**config.mk**
```make
export PLATFORM = sky130hd
export DESIGN_NAME = preamble_inserter
export DESIGN_NICKNAME = d
export VERILOG_FILES = /design/src/rtl/preamble_inserter.sv
export SDC_FILE = /design/constraint.sdc
export NUM_CORES = 1
export LEC_CHECK = 0
export ABC_AREA = 1
export ABC_CLOCK_PERIOD_IN_PS = 2500
export BUFFER_PORTS_ARGS = -buffer_cell sky130_fd_sc_hd__buf_4
export CORE_ASPECT_RATIO = 1.5
export CORE_MARGIN = 3
export CORE_UTILIZATION = 45
export CTS_CLUSTER_DIAMETER = 200
export DETAILED_ROUTE_END_ITERATION = 8
export PLACE_DENSITY_LB_ADDON = 0.05
export SLEW_MARGIN = 20
export SYNTH_ARGS = -nofsm -noshare
export SYNTH_HDL_FRONTEND = slang
export SYNTH_SLANG_ARGS = --single-unit
```
**constraint.sdc**
```tcl
create_clock -name clk -period 2.5 [get_ports clk]
set_input_delay 0.125 -clock clk [delete_from_list [all_inputs] [get_ports clk]]
set_output_delay 0.125 -clock clk [all_outputs]
set_load 0.01 [all_outputs]
```
**src/rtl/preamble_inserter.sv**
```systemverilog
// preamble_inserter: transmit-side OFDM framer.
// Emits the short training sequence (STS_REPS x 16 samples), then the long
// training guard (tail of the LTS table) and two full 64-sample LTS symbols,
// then forwards payload samples until the burst length is exhausted.
// Samples are signed Q2.10 of width `FIXED_POINT_WIDTH (13 by default).
// The constant tables below carry the preamble_rom.vh contents.
// Optional feature macro: PREAMBLE_WINDOW_EN (soft edges on the STS start and
// on the STS-to-LTS boundary; sample count is unchanged).

`ifndef FIXED_POINT_WIDTH
`define FIXED_POINT_WIDTH 13
`endif

module preamble_inserter #(
  parameter int STS_REPS   = 10,
  parameter int LTS_GI_LEN = 32,
  parameter int LEN_W      = 12
) (
  input  logic                          clk,
  input  logic                          rst,
  input  logic                          start,
  input  logic [LEN_W-1:0]              payload_len,
  input  logic [`FIXED_POINT_WIDTH-1:0] din_real,
  input  logic [`FIXED_POINT_WIDTH-1:0] din_imag,
  input  logic                          din_valid,
  output logic                          din_ready,
  output logic [`FIXED_POINT_WIDTH-1:0] out_real,
  output logic [`FIXED_POINT_WIDTH-1:0] out_imag,
  output logic                          out_valid,
  input  logic                          out_ready,
  output logic                          busy,
  output logic                          preamble_done,
  output logic                          burst_done
);

  localparam int W = `FIXED_POINT_WIDTH;

  // Index bookkeeping for the sample counter and the guard-interval offset.
  localparam logic [8:0] STS_LAST = 9'(16 * STS_REPS - 1);
  localparam logic [8:0] GI_LAST  = 9'(LTS_GI_LEN - 1);
  localparam logic [8:0] LTS_LAST = 9'd63;
  localparam logic [5:0] GI_BASE  = 6'((64 - LTS_GI_LEN) % 64);

  typedef enum logic [2:0] {
    IDLE,
    STS,
    LTS_GI,
    LTS_A,
    LTS_B,
    PAYLOAD,
    FINISH
  } state_t;

  state_t           state_q, state_d;
  logic [8:0]       cnt_q, cnt_d;
  logic [LEN_W-1:0] remaining_q, remaining_d;
  logic             busy_q, busy_d;
  logic [W-1:0]     outReal_q, outReal_d;
  logic [W-1:0]     outImag_q, outImag_d;
  logic             outValid_q, outValid_d;
  logic             lastLts_q, lastLts_d;
  logic             lastBurst_q, lastBurst_d;

  logic             advance;
  logic             accept;
  logic [5:0]       ltsIdx;
  logic [2*W-1:0]   stsWord;
  logic [2*W-1:0]   ltsWord;
  logic signed [W-1:0] stsRe, stsIm, ltsRe, ltsIm;
  logic signed [W-1:0] stsSampleRe, stsSampleIm, giSampleRe, giSampleIm;

  // Packs one complex table entry as {real, imag}.
  function automatic logic [2*W-1:0] cplx(input int re, input int im);
    cplx = {W'(re), W'(im)};
  endfunction

  // Short training sequence, one 16-sample period.
  function automatic logic [2*W-1:0] stsRom(input logic [3:0] idx);
    case (idx)
      4'd0:    stsRom = cplx(  47,   47);
      4'd1:    stsRom = cplx(-135,    2);
      4'd2:    stsRom = cplx( -13,  -81);
      4'd3:    stsRom = cplx( 146,  -13);
      4'd4:    stsRom = cplx(  94,    0);
      4'd5:    stsRom = cplx( 146,  -13);
      4'd6:    stsRom = cplx( -13,  -81);
      4'd7:    stsRom = cplx(-135,    2);
      4'd8:    stsRom = cplx(  47,   47);
      4'd9:    stsRom = cplx(   2, -135);
      4'd10:   stsRom = cplx( -81,  -13);
      4'd11:   stsRom = cplx( -13,  146);
      4'd12:   stsRom = cplx(   0,   94);
      4'd13:   stsRom = cplx( -13,  146);
      4'd14:   stsRom = cplx( -81,  -13);
      default: stsRom = cplx(   2, -135);
    endcase
  endfunction

  // Long training symbol, 64 samples.
  function automatic logic [2*W-1:0] ltsRom(input logic [5:0] idx);
    case (idx)
      6'd0:    ltsRom = cplx( 160,    0);
      6'd1:    ltsRom = cplx(  -5, -123);
      6'd2:    ltsRom = cplx(  41, -114);
      6'd3:    ltsRom = cplx(  99,   85);
      6'd4:    ltsRom = cplx(  22,   29);
      6'd5:    ltsRom = cplx(  61,  -90);
      6'd6:    ltsRom = cplx(-118,  -56);
      6'd7:    ltsRom = cplx( -39, -109);
      6'd8:    ltsRom = cplx( 100,  -27);
      6'd9:    ltsRom = cplx(  54,    4);
      6'd10:   ltsRom = cplx(   1, -118);
      6'd11:   ltsRom = cplx(-140,  -48);
      6'd12:   ltsRom = cplx(  25,  -60);
      6'd13:   ltsRom = cplx(  60,  -15);
      6'd14:   ltsRom = cplx( -23,  165);
      6'd15:   ltsRom = cplx( 122,   -4);
      6'd16:   ltsRom = cplx(  63,  -63);
      6'd17:   ltsRom = cplx(  38,  100);
      6'd18:   ltsRom = cplx( -58,   40);
      6'd19:   ltsRom = cplx(-134,   67);
      6'd20:   ltsRom = cplx(  84,   94);
      6'd21:   ltsRom = cplx(  72,   14);
      6'd22:   ltsRom = cplx( -61,   83);
      6'd23:   ltsRom = cplx( -57,  -23);
      6'd24:   ltsRom = cplx( -36, -155);
      6'd25:   ltsRom = cplx(-125,  -17);
      6'd26:   ltsRom = cplx(-130,  -22);
      6'd27:   ltsRom = cplx(  77,  -76);
      6'd28:   ltsRom = cplx(  -3,   55);
      6'd29:   ltsRom = cplx( -94,  118);
      6'd30:   ltsRom = cplx(  94,  109);
      6'd31:   ltsRom = cplx(  12,  100);
      6'd32:   ltsRom = cplx(-160,    0);
      6'd33:   ltsRom = cplx(  12, -100);
      6'd34:   ltsRom = cplx(  94, -109);
      6'd35:   ltsRom = cplx( -94, -118);
      6'd36:   ltsRom = cplx(  -3,  -55);
      6'd37:   ltsRom = cplx(  77,   76);
      6'd38:   ltsRom = cplx(-130,   22);
      6'd39:   ltsRom = cplx(-125,   17);
      6'd40:   ltsRom = cplx( -36,  155);
      6'd41:   ltsRom = cplx( -57,   23);
      6'd42:   ltsRom = cplx( -61,  -83);
      6'd43:   ltsRom = cplx(  72,  -14);
      6'd44:   ltsRom = cplx(  84,  -94);
      6'd45:   ltsRom = cplx(-134,  -67);
      6'd46:   ltsRom = cplx( -58,  -40);
      6'd47:   ltsRom = cplx(  38, -100);
      6'd48:   ltsRom = cplx(  63,   63);
      6'd49:   ltsRom = cplx( 122,    4);
      6'd50:   ltsRom = cplx( -23, -165);
      6'd51:   ltsRom = cplx(  60,   15);
      6'd52:   ltsRom = cplx(  25,   60);
      6'd53:   ltsRom = cplx(-140,   48);
      6'd54:   ltsRom = cplx(   1,  118);
      6'd55:   ltsRom = cplx(  54,   -4);
      6'd56:   ltsRom = cplx( 100,   27);
      6'd57:   ltsRom = cplx( -39,  109);
      6'd58:   ltsRom = cplx(-118,   56);
      6'd59:   ltsRom = cplx(  61,   90);
      6'd60:   ltsRom = cplx(  22,  -29);
      6'd61:   ltsRom = cplx(  99,  -85);
      6'd62:   ltsRom = cplx(  41,  114);
      default: ltsRom = cplx(  -5,  123);
    endcase
  endfunction

  // The output register may load when it is empty or its sample is taken.
  assign advance = !outValid_q || out_ready;
  assign accept  = outValid_q && out_ready;

  // The guard interval reads the tail of the LTS table; the symbols read it from 0.
  assign ltsIdx  = (state_q == LTS_GI) ? (cnt_q[5:0] + GI_BASE) : cnt_q[5:0];
  assign stsWord = stsRom(cnt_q[3:0]);
  assign ltsWord = ltsRom(ltsIdx);
  assign stsRe   = stsWord[2*W-1:W];
  assign stsIm   = stsWord[W-1:0];
  assign ltsRe   = ltsWord[2*W-1:W];
  assign ltsIm   = ltsWord[W-1:0];

`ifdef PREAMBLE_WINDOW_EN
  logic [2*W-1:0]      stsLastWord, giFirstWord;
  logic signed [W-1:0] aRe, aIm, bRe, bIm;
  logic signed [W:0]   sumRe, sumIm, halfRe, halfIm;

  // The boundary sample blends the final STS sample with the first guard sample.
  assign stsLastWord = stsRom(4'hF);
  assign giFirstWord = ltsRom(GI_BASE);
  assign aRe    = stsLastWord[2*W-1:W];
  assign aIm    = stsLastWord[W-1:0];
  assign bRe    = giFirstWord[2*W-1:W];
  assign bIm    = giFirstWord[W-1:0];
  assign sumRe  = {aRe[W-1], aRe} + {bRe[W-1], bRe} + {{W{1'b0}}, 1'b1};
  assign sumIm  = {aIm[W-1], aIm} + {bIm[W-1], bIm} + {{W{1'b0}}, 1'b1};
  assign halfRe = sumRe >>> 1;
  assign halfIm = sumIm >>> 1;

  assign stsSampleRe = (cnt_q == 9'd0) ? (stsRe >>> 1) : stsRe;
  assign stsSampleIm = (cnt_q == 9'd0) ? (stsIm >>> 1) : stsIm;
  assign giSampleRe  = (cnt_q == 9'd0) ? halfRe[W-1:0] : ltsRe;
  assign giSampleIm  = (cnt_q == 9'd0) ? halfIm[W-1:0] : ltsIm;
`else
  assign stsSampleRe = stsRe;
  assign stsSampleIm = stsIm;
  assign giSampleRe  = ltsRe;
  assign giSampleIm  = ltsIm;
`endif

  // Next-state, counter and output-register load decisions for each section.
  always_comb begin
    state_d     = state_q;
    cnt_d       = cnt_q;
    remaining_d = remaining_q;
    busy_d      = busy_q;
    outReal_d   = outReal_q;
    outImag_d   = outImag_q;
    outValid_d  = outValid_q;
    lastLts_d   = lastLts_q;
    lastBurst_d = lastBurst_q;
    din_ready   = 1'b0;

    case (state_q)
      IDLE: begin
        if (advance) begin
          outValid_d  = 1'b0;
          lastLts_d   = 1'b0;
          lastBurst_d = 1'b0;
        end
        if (start) begin
          remaining_d = payload_len;
          busy_d      = 1'b1;
          cnt_d       = 9'd0;
          state_d     = STS;
        end
      end

      STS: begin
        if (advance) begin
          outReal_d   = stsSampleRe;
          outImag_d   = stsSampleIm;
          outValid_d  = 1'b1;
          lastLts_d   = 1'b0;
          lastBurst_d = 1'b0;
          if (cnt_q == STS_LAST) begin
            cnt_d   = 9'd0;
            state_d = (LTS_GI_LEN == 0) ? LTS_A : LTS_GI;
          end else begin
            cnt_d = cnt_q + 9'd1;
          end
        end
      end

      LTS_GI: begin
        if (advance) begin
          outReal_d   = giSampleRe;
          outImag_d   = giSampleIm;
          outValid_d  = 1'b1;
          lastLts_d   = 1'b0;
          lastBurst_d = 1'b0;
          if (cnt_q == GI_LAST) begin
            cnt_d   = 9'd0;
            state_d = LTS_A;
          end else begin
            cnt_d = cnt_q + 9'd1;
          end
        end
      end

      LTS_A: begin
        if (advance) begin
          outReal_d   = ltsRe;
          outImag_d   = ltsIm;
          outValid_d  = 1'b1;
          lastLts_d   = 1'b0;
          lastBurst_d = 1'b0;
          if (cnt_q == LTS_LAST) begin
            cnt_d   = 9'd0;
            state_d = LTS_B;
          end else begin
            cnt_d = cnt_q + 9'd1;
          end
        end
      end

      LTS_B: begin
        if (advance) begin
          outReal_d   = ltsRe;
          outImag_d   = ltsIm;
          outValid_d  = 1'b1;
          lastLts_d   = 1'b0;
          lastBurst_d = 1'b0;
          if (cnt_q == LTS_LAST) begin
            cnt_d     = 9'd0;
            lastLts_d = 1'b1;
            if (remaining_q == '0) begin
              lastBurst_d = 1'b1;
              state_d     = FINISH;
            end else begin
              state_d = PAYLOAD;
            end
          end else begin
            cnt_d = cnt_q + 9'd1;
          end
        end
      end

      PAYLOAD: begin
        din_ready = advance && (remaining_q != '0);
        if (advance) begin
          lastLts_d   = 1'b0;
          lastBurst_d = 1'b0;
          if (din_valid && (remaining_q != '0)) begin
            outReal_d   = din_real;
            outImag_d   = din_imag;
            outValid_d  = 1'b1;
            remaining_d = remaining_q - LEN_W'(1);
            if (remaining_q == LEN_W'(1)) begin
              lastBurst_d = 1'b1;
              state_d     = FINISH;
            end
          end else begin
            outValid_d = 1'b0;
          end
        end
      end

      FINISH: begin
        if (accept && lastBurst_q) begin
          outValid_d  = 1'b0;
          lastLts_d   = 1'b0;
          lastBurst_d = 1'b0;
          busy_d      = 1'b0;
          state_d     = IDLE;
        end
      end

      default: state_d = IDLE;
    endcase
  end

  // Control state: FSM, sample counter, remaining payload and busy flag.
  always_ff @(posedge clk or posedge rst) begin
    if (rst) begin
      state_q     <= IDLE;
      cnt_q       <= 9'd0;
      remaining_q <= '0;
      busy_q      <= 1'b0;
    end else begin
      state_q     <= state_d;
      cnt_q       <= cnt_d;
      remaining_q <= remaining_d;
      busy_q      <= busy_d;
    end
  end

  // Output register with its end-of-preamble and end-of-burst tags.
  always_ff @(posedge clk or posedge rst) begin
    if (rst) begin
      outReal_q   <= '0;
      outImag_q   <= '0;
      outValid_q  <= 1'b0;
      lastLts_q   <= 1'b0;
      lastBurst_q <= 1'b0;
    end else begin
      outReal_q   <= outReal_d;
      outImag_q   <= outImag_d;
      outValid_q  <= outValid_d;
      lastLts_q   <= lastLts_d;
      lastBurst_q <= lastBurst_d;
    end
  end

  assign out_real      = outReal_q;
  assign out_imag      = outImag_q;
  assign out_valid     = outValid_q;
  assign busy          = busy_q;
  assign preamble_done = accept && lastLts_q;
  assign burst_done    = accept && lastBurst_q;

endmodule

```
==> results of run 1 <==
cell type report:
class                   count  area, um^2
clock buffers               5         125
clock inverters             3        28.8
fillers                  1191        5180
inverters                  72         275
multi-input cells         739        3440
flip-flops and latches     54        1350
well taps                 147         184
repair buffers             92         706
metrics by stage:
| stage | instances | power (W) | hold slack, ns | util [%] | cell area [um^2] |
|---|---|---|---|---|---|
| after floorplan | 905 | 0.00514 | 0.295 | - | 5300 |
| after global placement | 1103 | 0.00659 | 0.224 | 52.6 | 5940 |
| after detailed placement | 1103 | 0.00666 | 0.245 | 52.6 | 5940 |
| after CTS | 1112 | 0.00743 | 0.112 | 54.1 | 6110 |
| after global routing | 1112 | 0.00822 | 0.150 | 54.1 | 6110 |
| final | 1112 | 0.00755 | 0.123 | 54.1 | 6110 |
layout by cell type, fill, tap and decap left out, drive strengths merged, types with 3 or more instances in the layout:
master  count
nand2     326
clkbuf      5
buf        91
dfrtp      54
a21oi      52
nor3        5
inv        72
nor2      127
ha         17
nand3     132
nand4       9
o211ai      4
clkinv      3
o21ai      49
o22ai       7
repair_timing:
item	in CTS	in global routing
hold buffers	1	0
hold endpoints to repair	26	0
endpoints found under the setup margin	0	13
gates resized for setup	0	3
logic make-up (layout without fill, tap and decap cells):
kind of cell	count (synthesis)	after routing	synth area share (%)
buf+inv	112	172	9.66
mux	1	1	0.189
fa+ha+maj	17	17	4.01
flops	54	54	25.5
simple gates	603	603	48.7
compound gates	116	116	11.6
xor+xnor	2	2	0.331
critical path, stage by stage (launching register included):
cell and delay (ns):
sky130_fd_sc_hd__dfrtp_2 0.48, sky130_fd_sc_hd__inv_1 0.23, sky130_fd_sc_hd__ha_1 0.30, sky130_fd_sc_hd__inv_1 0.08, sky130_fd_sc_hd__nand2_1 0.14, sky130_fd_sc_hd__nor2_1 0.10
sky130_fd_sc_hd__nor2_1 0.36, sky130_fd_sc_hd__nand2_1 0.10, sky130_fd_sc_hd__nand2_1 0.08, sky130_fd_sc_hd__nand3_1 0.07, sky130_fd_sc_hd__nand2_1 0.11, sky130_fd_sc_hd__nand2_1 0.07
sky130_fd_sc_hd__a21oi_1 0.12
final timing paths:
check	endpoint	start	slack (ns)
worst max-delay path	out_imag[7]	cnt_q[1]	0.19
worst min-delay path	remaining_q[11]	payload_len[11]	0.12
worst max register to register	out_imag[7]	cnt_q[1]	0.19
worst min register to register	remaining_q[1]	remaining_q[1]	0.49
max in group asynchronous	cnt_q[0]	rst	1.45
min in group asynchronous	remaining_q[7]	rst	0.45
power groups by stage:
stage / logic (W) / registers, W / clock network, W
4_1_cts: 0.00507 / 0.00160 / 0.000761
6_report: 0.00519 / 0.00161 / 0.000749
3_5_place_dp: 0.00505 / 0.00161 / 0
3_3_place_gp: 0.00499 / 0.00160 / 0
2_1_floorplan: 0.00352 / 0.00162 / 0
5_1_grt: 0.00576 / 0.00166 / 0.000791
synthesized netlist by cell type, types with 3 or more instances:
library cell	instances
sky130_fd_sc_hd__buf_6	5
sky130_fd_sc_hd__inv_1	62
sky130_fd_sc_hd__nand4_1	9
sky130_fd_sc_hd__ha_1	17
sky130_fd_sc_hd__nand2_4	3
sky130_fd_sc_hd__nor3_1	5
sky130_fd_sc_hd__buf_2	18
sky130_fd_sc_hd__clkbuf_1	8
sky130_fd_sc_hd__nor2_2	9
sky130_fd_sc_hd__inv_2	7
sky130_fd_sc_hd__nand2_2	8
sky130_fd_sc_hd__buf_4	7
sky130_fd_sc_hd__o21ai_0	39
sky130_fd_sc_hd__nor2_1	116
sky130_fd_sc_hd__nand2_1	315
sky130_fd_sc_hd__dfrtp_1	54
sky130_fd_sc_hd__o21ai_1	10
sky130_fd_sc_hd__a21oi_1	51
sky130_fd_sc_hd__o211ai_1	4
sky130_fd_sc_hd__nand3_1	129
sky130_fd_sc_hd__o22ai_1	7
flip-flops by register name, indices dropped and copies added (netlist names), 3 cells and up:
name	cells
remaining_q	12
cnt_q	9
state_q	3
out_real	13
out_imag	13
per-layer routing:
metal | wire, um | vias up | GRT usage (%)
met1 | 7660 | 2949 | 38.9
li1 | - | 3035 | -
met2 | 10400 | 336 | 53.9
met3 | 1540 | 74 | 4.51
met4 | 1290 | 0 | 17.1
met5 | 0 | - | 0
==> impl_metrics.ini, run 1 <==
[floorplan]
dieHeight_um = 139
top_level_ports = 74
die_w_um = 94.6
initial_core_util_pct = 46.9
core_area_um2 = 11300
die_area_um2 = 13100
number_of_cell_rows = 47

[clock_tree]
clock_tree.buffer_depth = 2
clk_transition_reported_paths_ns = 0.08
cts_tree = yes
numClockSinks = 54
clock-root-buffer = sky130_fd_sc_hd__clkbuf_16
htree_num_levels = 2
buffers_inserted_during_post_cts_setup_optimization = 0
insertion_delay_of_the_later_clocked_pin_in_the_worst_skew_pair_ns = 0.30
cts_inserted_buffers = 5

[yosys]
synthTopCellsByArea = sky130_fd_sc_hd__dfrtp_1 25%, sky130_fd_sc_hd__nand2_1 22%, sky130_fd_sc_hd__nand3_1 12%
postSynth.topFlopCell = sky130_fd_sc_hd__dfrtp_1
synth-async-reset-ratio_pct = 100
edff_count_synth = 0
synth_warnings = 0
postSynthRegisterBits = 54
synth.lib_cells_used.distinct = 38
postSynthCellCount = 905
netlist_area_um2 = 5300
synthesis.nets = 965
synthDominantCellAreaShare_pct = 25.5
synth_area_per_cell_um2 = 5.86
netlist.top_cell.by_area = sky130_fd_sc_hd__dfrtp_1
synth-seq-area-share_pct = 25.5

[final_layout]
antennaDiodeCount = 0
drive_gt1_share_pct = 14.3
nets = 1024
signed_area_change_from_the_synthesized_netlist_to_the_final_layout_pct = 15.3

[global_routing]
gr-total-overflow = 0
number_of_global_route_vias_before_repair = 6106
grt_pass1_wl_um = 33100
total_track_usage_pct = 32.1
grt_start_max_net_pins = 36
initial_antenna_violation_count = 0

[run]
timing.max_cap.violations = 0

[pwr]
vdd_ir_drop_max_mv = 0.618
switching_power_total_w = 0.00421
switching_share_pct = 55.8
share_clk_of_total_power_pct = 9.9
logic_gate_share_of_total_power_pct = 68.8
power.sequential.fraction_pct = 21.3
power_per_cell_area_nw_per_um2 = 1240
cellInternalPower_w = 0.00334
static-leakage-power_nw = 3.15

[worst_setup_path]
worstSetupEndpointType = register
critPathRequiredTime_ns = 2.73
critical_path_class = register to register
worstPathMaxFanout = 10
worst_r2r_path_depth = 12
cp.arrival_ns = 2.55
setup.worst_path.start_class = register

[route]
drt-initial-drc-count = 689
drtAntennaViolNets = 0
drt-total-wl_um = 20900
vias = 6394
detailedRoute.firstPassIterationCount = 7
post_drt_wl_per_cell_um = 18.8
route.detailed.vias_per_inst = 5.75
post-route-drc-count = 0

[sta]
setup_total_negative_slack_ns = 0
worst_slew_pin_slew_ns = 0.611
finalClockSkew_ns = 0.0101
finalWorstPathRequiredPeriod_ns = 2.31
finalSetupViolCount = 0
fmax_mhz = 432
finalHoldViolations = 0
final_clock_period_utilization_by_the_worst_path_pct = 92.5
maxSlewViolCount = 0
grt_setup_unrepaired = no
max_slew_margin_pct = 59.2
final_critical_path_setup_slack_ns = 0.188

[min_path]
hold_depth = 5
hold_path.class = input port to register

[placement]
placement.setup.worst_slack_ns = 0.169
detailed_place_hpwl_um = 15900
gp_congestion = 1.09
placement.io_buffers = 73

[run_status]
outcome = finished, final reports clean
(Power assumes the default switching activity.)
==> run 2: changes to the inputs <==
--- a/config.mk
+++ b/config.mk
@@ -6,12 +6,13 @@
 export NUM_CORES = 1
 export LEC_CHECK = 0
 export ABC_AREA = 1
-export ABC_CLOCK_PERIOD_IN_PS = 2500
+export ABC_CLOCK_PERIOD_IN_PS = 2400
 export BUFFER_PORTS_ARGS = -buffer_cell sky130_fd_sc_hd__buf_4
 export CORE_ASPECT_RATIO = 1.5
 export CORE_MARGIN = 3
 export CORE_UTILIZATION = 45
-export CTS_CLUSTER_DIAMETER = 200
+export CTS_CLUSTER_DIAMETER = 120
+export CTS_CLUSTER_SIZE = 30
 export DETAILED_ROUTE_END_ITERATION = 8
 export PLACE_DENSITY_LB_ADDON = 0.05
 export SLEW_MARGIN = 20
==> constraint.sdc (replaced) <==
create_clock -name clk -period 2.4 [get_ports clk]
set_input_delay 0.12 -clock clk [delete_from_list [all_inputs] [get_ports clk]]
set_output_delay 0.12 -clock clk [all_outputs]
set_load 0.01 [all_outputs]
==> run 2 against run 1 <==
Core utilization grew 0.68 points. Cell area grew 1.2%. Clock power grew 16%. Sequential cell count unchanged. Sequential share of layout area shrank 0.31 points. Final cell count increased by 0.63%. Global-route usage shrank 0.38 points. Setup slack better by 0.033 ns. Register-to-register slack improved by 0.03 ns. Clock skew grew 0.00078 ns. Critical path type unchanged.
==> impl_metrics.ini, run 2 (same netlist as run 1, synthesis figures left out) <==
[sta]
grt_setup_unrepaired = no
final_critical_path_setup_slack_ns = 0.221
setup_total_negative_slack_ns = 0
finalClockSkew_ns = 0.0109
finalHoldViolations = 0
final_clock_period_utilization_by_the_worst_path_pct = 90.8
timing.hold.ws_ns = 0.0118
fmax_mhz = 459
max_slew_margin_pct = 38.7
worst_slew_pin_slew_ns = 0.919
finalSetupViolCount = 0
maxSlewViolCount = 0
finalWorstPathRequiredPeriod_ns = 2.18

[final_layout]
layout.cell_area.non_filler_um2 = 6190
antennaDiodeCount = 0
signed_area_change_from_the_synthesized_netlist_to_the_final_layout_pct = 16.8
drive_gt1_share_pct = 14.7
mostFrequentLayoutCell = sky130_fd_sc_hd__nand2_1
layout_common_cells = 315 x sky130_fd_sc_hd__nand2_1, 129 x sky130_fd_sc_hd__nand3_1, 116 x sky130_fd_sc_hd__nor2_1, 97 x sky130_fd_sc_hd__buf_4, 61 x sky130_fd_sc_hd__inv_1
nets = 1031

[pwr]
switching_power_total_w = 0.00427
cellInternalPower_w = 0.00364
switching_share_pct = 54.0
vdd_ir_drop_max_mv = 0.926
share_clk_of_total_power_pct = 11.0
logic_gate_share_of_total_power_pct = 68.2
power_per_cell_area_nw_per_um2 = 1280
static-leakage-power_nw = 3.21
power.sequential.fraction_pct = 20.9

[floorplan]
dieHeight_um = 139
top_level_ports = 74
core_area_um2 = 11300
die_area_um2 = 13100
die_w_um = 94.6
number_of_cell_rows = 47
initial_core_util_pct = 46.9

[route]
vias = 6459
detailedRoute.firstPassIterationCount = 5
post_drt_wl_per_cell_um = 18.2
drtAntennaViolNets = 0
route.detailed.vias_per_inst = 5.77
post-route-drc-count = 0
drt-initial-drc-count = 565
drt-total-wl_um = 20400

[worst_setup_path]
setup.worst_path.start_class = register
worstPathMaxFanout = 9
worstSetupEndpointType = register
critical_path_class = register to register
critPathRequiredTime_ns = 2.63
cp.arrival_ns = 2.41

[placement]
detailed_place_hpwl_um = 15900
placement.setup.worst_slack_ns = 0.254
gp_congestion = 1.05
placement.io_buffers = 73
cell_area_placed_um2 = 6020

[clock_tree]
htree_num_levels = 2
numClockSinks = 54
cts_tree = yes
insertion_delay_of_the_later_clocked_pin_in_the_worst_skew_pair_ns = 0.31
buffers_inserted_during_post_cts_setup_optimization = 0
clock-root-buffer = sky130_fd_sc_hd__clkbuf_16
clock_tree.buffer_depth = 2
postCtsResizedCells = 0
cts_inserted_buffers = 5
clk_transition_reported_paths_ns = 0.08
hold_buffers = 0

[run]
timing.max_cap.violations = 0

[run_status]
outcome = finished, final reports clean

[global_routing]
grt_start_max_net_pins = 60
gr-total-overflow = 0
initial_antenna_violation_count = 0
total_track_usage_pct = 31.7
number_of_global_route_vias_before_repair = 6372
grt_pass1_wl_um = 32600

[min_path]
hold_path.class = input port to asynchronous set/reset pin
==> run 2: per-stage QoR <==
step | total power (W) | utilization, % | std cells
2_1_floorplan | 0.00535 | - | 905
3_3_place_gp | 0.00689 | 53.3 | 1111
3_5_place_dp | 0.00699 | 53.3 | 1111
4_1_cts | 0.00787 | 54.8 | 1119
5_1_grt | 0.00863 | 54.8 | 1119
6_report | 0.00791 | 54.8 | 1119
==> run 2: worst max-delay path, stage by stage, from the launching register on <==
cell                       delay [ns]
sky130_fd_sc_hd__dfrtp_1         0.40
sky130_fd_sc_hd__clkinv_1        0.07
sky130_fd_sc_hd__buf_4           0.20
sky130_fd_sc_hd__ha_1            0.30
sky130_fd_sc_hd__inv_1           0.14
sky130_fd_sc_hd__nand2_1         0.11
sky130_fd_sc_hd__nand2_1         0.10
sky130_fd_sc_hd__nand2_1         0.07
sky130_fd_sc_hd__nand3_1         0.16
sky130_fd_sc_hd__a21oi_1         0.23
sky130_fd_sc_hd__nand3_2         0.16
sky130_fd_sc_hd__a21oi_1         0.16
==> run 2: layer usage <==
layer	routed length, um	vias up	share of wire (%)	global-route usage [%]
met5	0	-	0	0
met3	1220	94	6.0	3.91
li1	-	3050	-	-
met4	1450	0	7.1	19.6
met1	7430	2991	36	36.3
met2	10300	324	50	54.6
==> run 2: worst paths after layout <==
path	depth (start not counted)	startpoint	end	slack, ns
max	11	cnt_q[0]	out_imag[9]	0.22
min	2	rst	remaining_q[5]	0.01
max reg2reg	11	cnt_q[0]	out_imag[9]	0.22
min reg2reg	2	remaining_q[1]	remaining_q[1]	0.51
max in group asynchronous	3	rst	cnt_q[7]	1.69
min in group clk	3	payload_len[10]	remaining_q[10]	0.11
==> run 2: final cells by class <==
cell class | instances | area [um^2]
Timing Repair Buffer | 99 | 768
Sequential cell | 54 | 1350
Clock buffer | 5 | 125
Fill cell | 1211 | 5100
Inverter | 72 | 275
Tap cell | 147 | 184
Multi-Input combinational cell | 739 | 3440
Clock inverter | 3 | 47.5
==> run 2: power by group through the flow <==
stage	clock network (W)	logic [W]	registers (W)
global route	0.000915	0.00602	0.00170
finish	0.000868	0.00539	0.00165
detailed placement	0	0.00533	0.00166
global placement	0	0.00525	0.00164
floorplan	0	0.00367	0.00169
CTS	0.000879	0.00534	0.00165
==> run 3: changes to the inputs <==
--- a/config.mk
+++ b/config.mk
@@ -5,12 +5,11 @@
 export SDC_FILE = /design/constraint.sdc
 export NUM_CORES = 1
 export LEC_CHECK = 0
-export ABC_AREA = 1
 export ABC_CLOCK_PERIOD_IN_PS = 2400
 export BUFFER_PORTS_ARGS = -buffer_cell sky130_fd_sc_hd__buf_4
 export CORE_ASPECT_RATIO = 1.5
 export CORE_MARGIN = 3
-export CORE_UTILIZATION = 45
+export CORE_UTILIZATION = 53
 export CTS_CLUSTER_DIAMETER = 120
 export CTS_CLUSTER_SIZE = 30
 export DETAILED_ROUTE_END_ITERATION = 8
==> run 3 against run 2 <==
Power grew 17%. Combinational power grew 27%. Synthesized cell count shrank 23%. Die area decreased by 18%. Critical path depth decreased by 3. First-iteration DRC count is 57% higher. Critical endpoint is now state_q[0]. Core utilization is 13 points higher. Via count fell by 7.4%.
==> impl_metrics.ini, run 3 <==
[run_status]
outcome = finished, final reports clean

[worst_setup_path]
critPathRequiredTime_ns = 2.59
cp.arrival_ns = 2.51
worst_r2r_path_depth = 8
crit_reg_reg_endpoint = state_q[0]
setup.reg_to_reg.worst_slack_ns = 0.08
worstPathMaxFanout = 12
worstSetupEndpointType = register
setup.worst_path.start_class = register
critical_path_class = register to register
reg2reg_from = cnt_q[0]

[final_layout]
drive_gt1_share_pct = 22.9
nets = 842
antennaDiodeCount = 0
signed_area_change_from_the_synthesized_netlist_to_the_final_layout_pct = 23.7
mostFrequentLayoutCell = sky130_fd_sc_hd__buf_4
layout.cell_area.non_filler_um2 = 6290
layout_common_cells = 134 x sky130_fd_sc_hd__buf_4, 76 x sky130_fd_sc_hd__a21oi_1, 75 x sky130_fd_sc_hd__nor2_1, 69 x sky130_fd_sc_hd__nand2_1, 65 x sky130_fd_sc_hd__o21ai_0

[route]
post-route-drc-count = 0
drt-total-wl_um = 19500
post_drt_wl_per_cell_um = 21.8
route.detailed.vias_per_inst = 6.68
drt-initial-drc-count = 888
drtAntennaViolNets = 0
detailedRoute.firstPassIterationCount = 8
vias = 5979

[clock_tree]
cts_inserted_buffers = 5
clock_tree.buffer_depth = 2
cts_tree = yes
htree_num_levels = 2
clk_transition_reported_paths_ns = 0.07
clock-root-buffer = sky130_fd_sc_hd__clkbuf_16
numClockSinks = 54
insertion_delay_of_the_later_clocked_pin_in_the_worst_skew_pair_ns = 0.30

[yosys]
postSynthRegisterBits = 54
postSynth.topFlopCell = sky130_fd_sc_hd__dfrtp_1
edff_count_synth = 0
synthesis.nets = 758
yosysMostFrequentCell = sky130_fd_sc_hd__a21oi_1
synth.lib_cells_used.distinct = 68
synth-seq-area-share_pct = 26.6
netlist_area_um2 = 5090
synth_warnings = 0
ys_top_cells_by_count = 78 x sky130_fd_sc_hd__a21oi_1, 75 x sky130_fd_sc_hd__nor2_1, 71 x sky130_fd_sc_hd__nand2_1
synthDominantCellAreaShare_pct = 26.6
netlist.top_cell.by_area = sky130_fd_sc_hd__dfrtp_1
synth_area_per_cell_um2 = 7.29
synth-async-reset-ratio_pct = 100
synthTopCellsByArea = sky130_fd_sc_hd__dfrtp_1 27%, sky130_fd_sc_hd__a21oi_1 7.7%, sky130_fd_sc_hd__o21ai_0 6.8%
postSynthCellCount = 698

[sta]
worst_slew_pin_slew_ns = 0.564
maxSlewViolCount = 0
finalWorstPathRequiredPeriod_ns = 2.32
finalHoldViolations = 0
max_slew_margin_pct = 62.4
finalClockSkew_ns = 0.00800
grt_setup_unrepaired = yes
final_clock_period_utilization_by_the_worst_path_pct = 96.8
setup_total_negative_slack_ns = 0
finalSetupViolCount = 0
fmax_mhz = 431

[global_routing]
number_of_global_route_vias_before_repair = 5526
gr-total-overflow = 0
grt_start_max_net_pins = 51
initial_antenna_violation_count = 0
total_track_usage_pct = 35.5
grt_pass1_wl_um = 30400

[placement]
cell_area_placed_um2 = 6100
detailed_place_hpwl_um = 14500
placement.io_buffers = 73
gp_congestion = 1.04

[pwr]
logic_gate_share_of_total_power_pct = 73.7
share_clk_of_total_power_pct = 8.4
post-layout-total-power_w = 0.00928
cellInternalPower_w = 0.00453
power.sequential.fraction_pct = 18.0
switching_share_pct = 51.2
power_per_cell_area_nw_per_um2 = 1480
switching_power_total_w = 0.00476
static-leakage-power_nw = 2.64
vdd_ir_drop_max_mv = 1.06

[min_path]
min-delay-start = din_imag[12]
hold_path_end = out_imag[12]
hold_depth = 3
hold_path.class = input port to register

[floorplan]
initial_core_util_pct = 54.7
number_of_cell_rows = 43
die_w_um = 86.0
die_area_um2 = 10800
core_area_um2 = 9310
dieHeight_um = 126
top_level_ports = 74

[run]
timing.max_cap.violations = 0
[run 3: cell types whose count changed in the layout (fill, tap and decap cells not counted), moves of 12 or more]
cell,change
sky130_fd_sc_hd__nand3_1,-115
sky130_fd_sc_hd__nand2_1,-246
sky130_fd_sc_hd__a31oi_1,+24
sky130_fd_sc_hd__nor2_1,-41
sky130_fd_sc_hd__a211oi_1,+12
sky130_fd_sc_hd__nand2b_1,+19
sky130_fd_sc_hd__inv_1,-49
sky130_fd_sc_hd__buf_4,+37
sky130_fd_sc_hd__nor3_1,+23
sky130_fd_sc_hd__nor2b_1,+17
sky130_fd_sc_hd__o21ai_0,+26
sky130_fd_sc_hd__a21oi_1,+25
[run 3: what timing repair did]
item	CTS	global route
setup buffers	0	0
setup endpoints to repair	0	20
endpoints found under the hold margin	14	0
gates resized for setup	0	13
hold buffers	1	0
[run 3: logic make-up after synthesis]
family | Yosys count | synth area share [%]
adder cells (fa/ha/maj) | 18 | 4.38
AO/OA/AOI/OAI | 276 | 34.8
AND/OR/NAND/NOR | 257 | 23.9
buffers and inverters | 79 | 6.86
flip-flops | 54 | 26.6
multiplexers | 11 | 3.00
XOR/XNOR | 3 | 0.517
[run 3: layout make-up]
cell class              instances  area (um^2)
clock buffers                   6          139
clock inverters                 2         16.3
fillers                       821         3020
inverters                      14         52.6
multi-input cells             565         3430
flip-flops and latches         54         1360
well taps                     112          140
repair buffers                142         1160
[run 3: critical path, stage by stage (launching register included)]
cell                        delay (ns)
sky130_fd_sc_hd__dfrtp_2          0.36
sky130_fd_sc_hd__buf_4            0.19
sky130_fd_sc_hd__ha_1             0.19
sky130_fd_sc_hd__and4_4           0.26
sky130_fd_sc_hd__and3_4           0.23
sky130_fd_sc_hd__a2bb2oi_4        0.17
sky130_fd_sc_hd__nand2_1          0.08
sky130_fd_sc_hd__or3_1            0.41
sky130_fd_sc_hd__mux2_4           0.31
[run 3: worst max path at each step]
stage | start | to | slack [ns]
finish | cnt_q[0] | state_q[0] | 0.08
global route | cnt_q[0] | out_imag[6] | -0.07
CTS | cnt_q[1] | out_real[2] | 0.02
detailed placement | cnt_q[1] | out_real[2] | 0.04
global placement | cnt_q[1] | out_real[2] | 0.06
floorplan | cnt_q[0] | out_imag[12] | 0.05
[run 3: metal layers]
metal | GRT usage [%] | part of all wire [%] | up-vias
li1 | - | - | 2738
met1 | 46.0 | 37 | 2741
met2 | 59.2 | 49 | 414
met3 | 4.45 | 9.9 | 86
met4 | 14.4 | 4.5 | 0
met5 | 0 | 0 | -
[run 3: through the flow]
step           hold slack (ns)  setup WS [ns]  cells  utilization [%]
2_1_floorplan            0.249         0.0473    698                -
3_3_place_gp             0.102         0.0577    886             65.6
3_5_place_dp             0.103         0.0398    886             65.6
5_1_grt                 0.0698        -0.0671    895             67.6
6_report                0.0662         0.0776    895             67.6
4_1_cts                 0.0651         0.0219    895             67.3
[run 3: power by group through the flow]
stage | Combinational [W] | Clock [W] | Sequential (W)
2_1_floorplan | 0.00407 | 0 | 0.00171
3_3_place_gp | 0.00650 | 0 | 0.00166
3_5_place_dp | 0.00656 | 0 | 0.00168
4_1_cts | 0.00659 | 0.000783 | 0.00167
5_1_grt | 0.00733 | 0.000818 | 0.00172
6_report | 0.00684 | 0.000776 | 0.00167
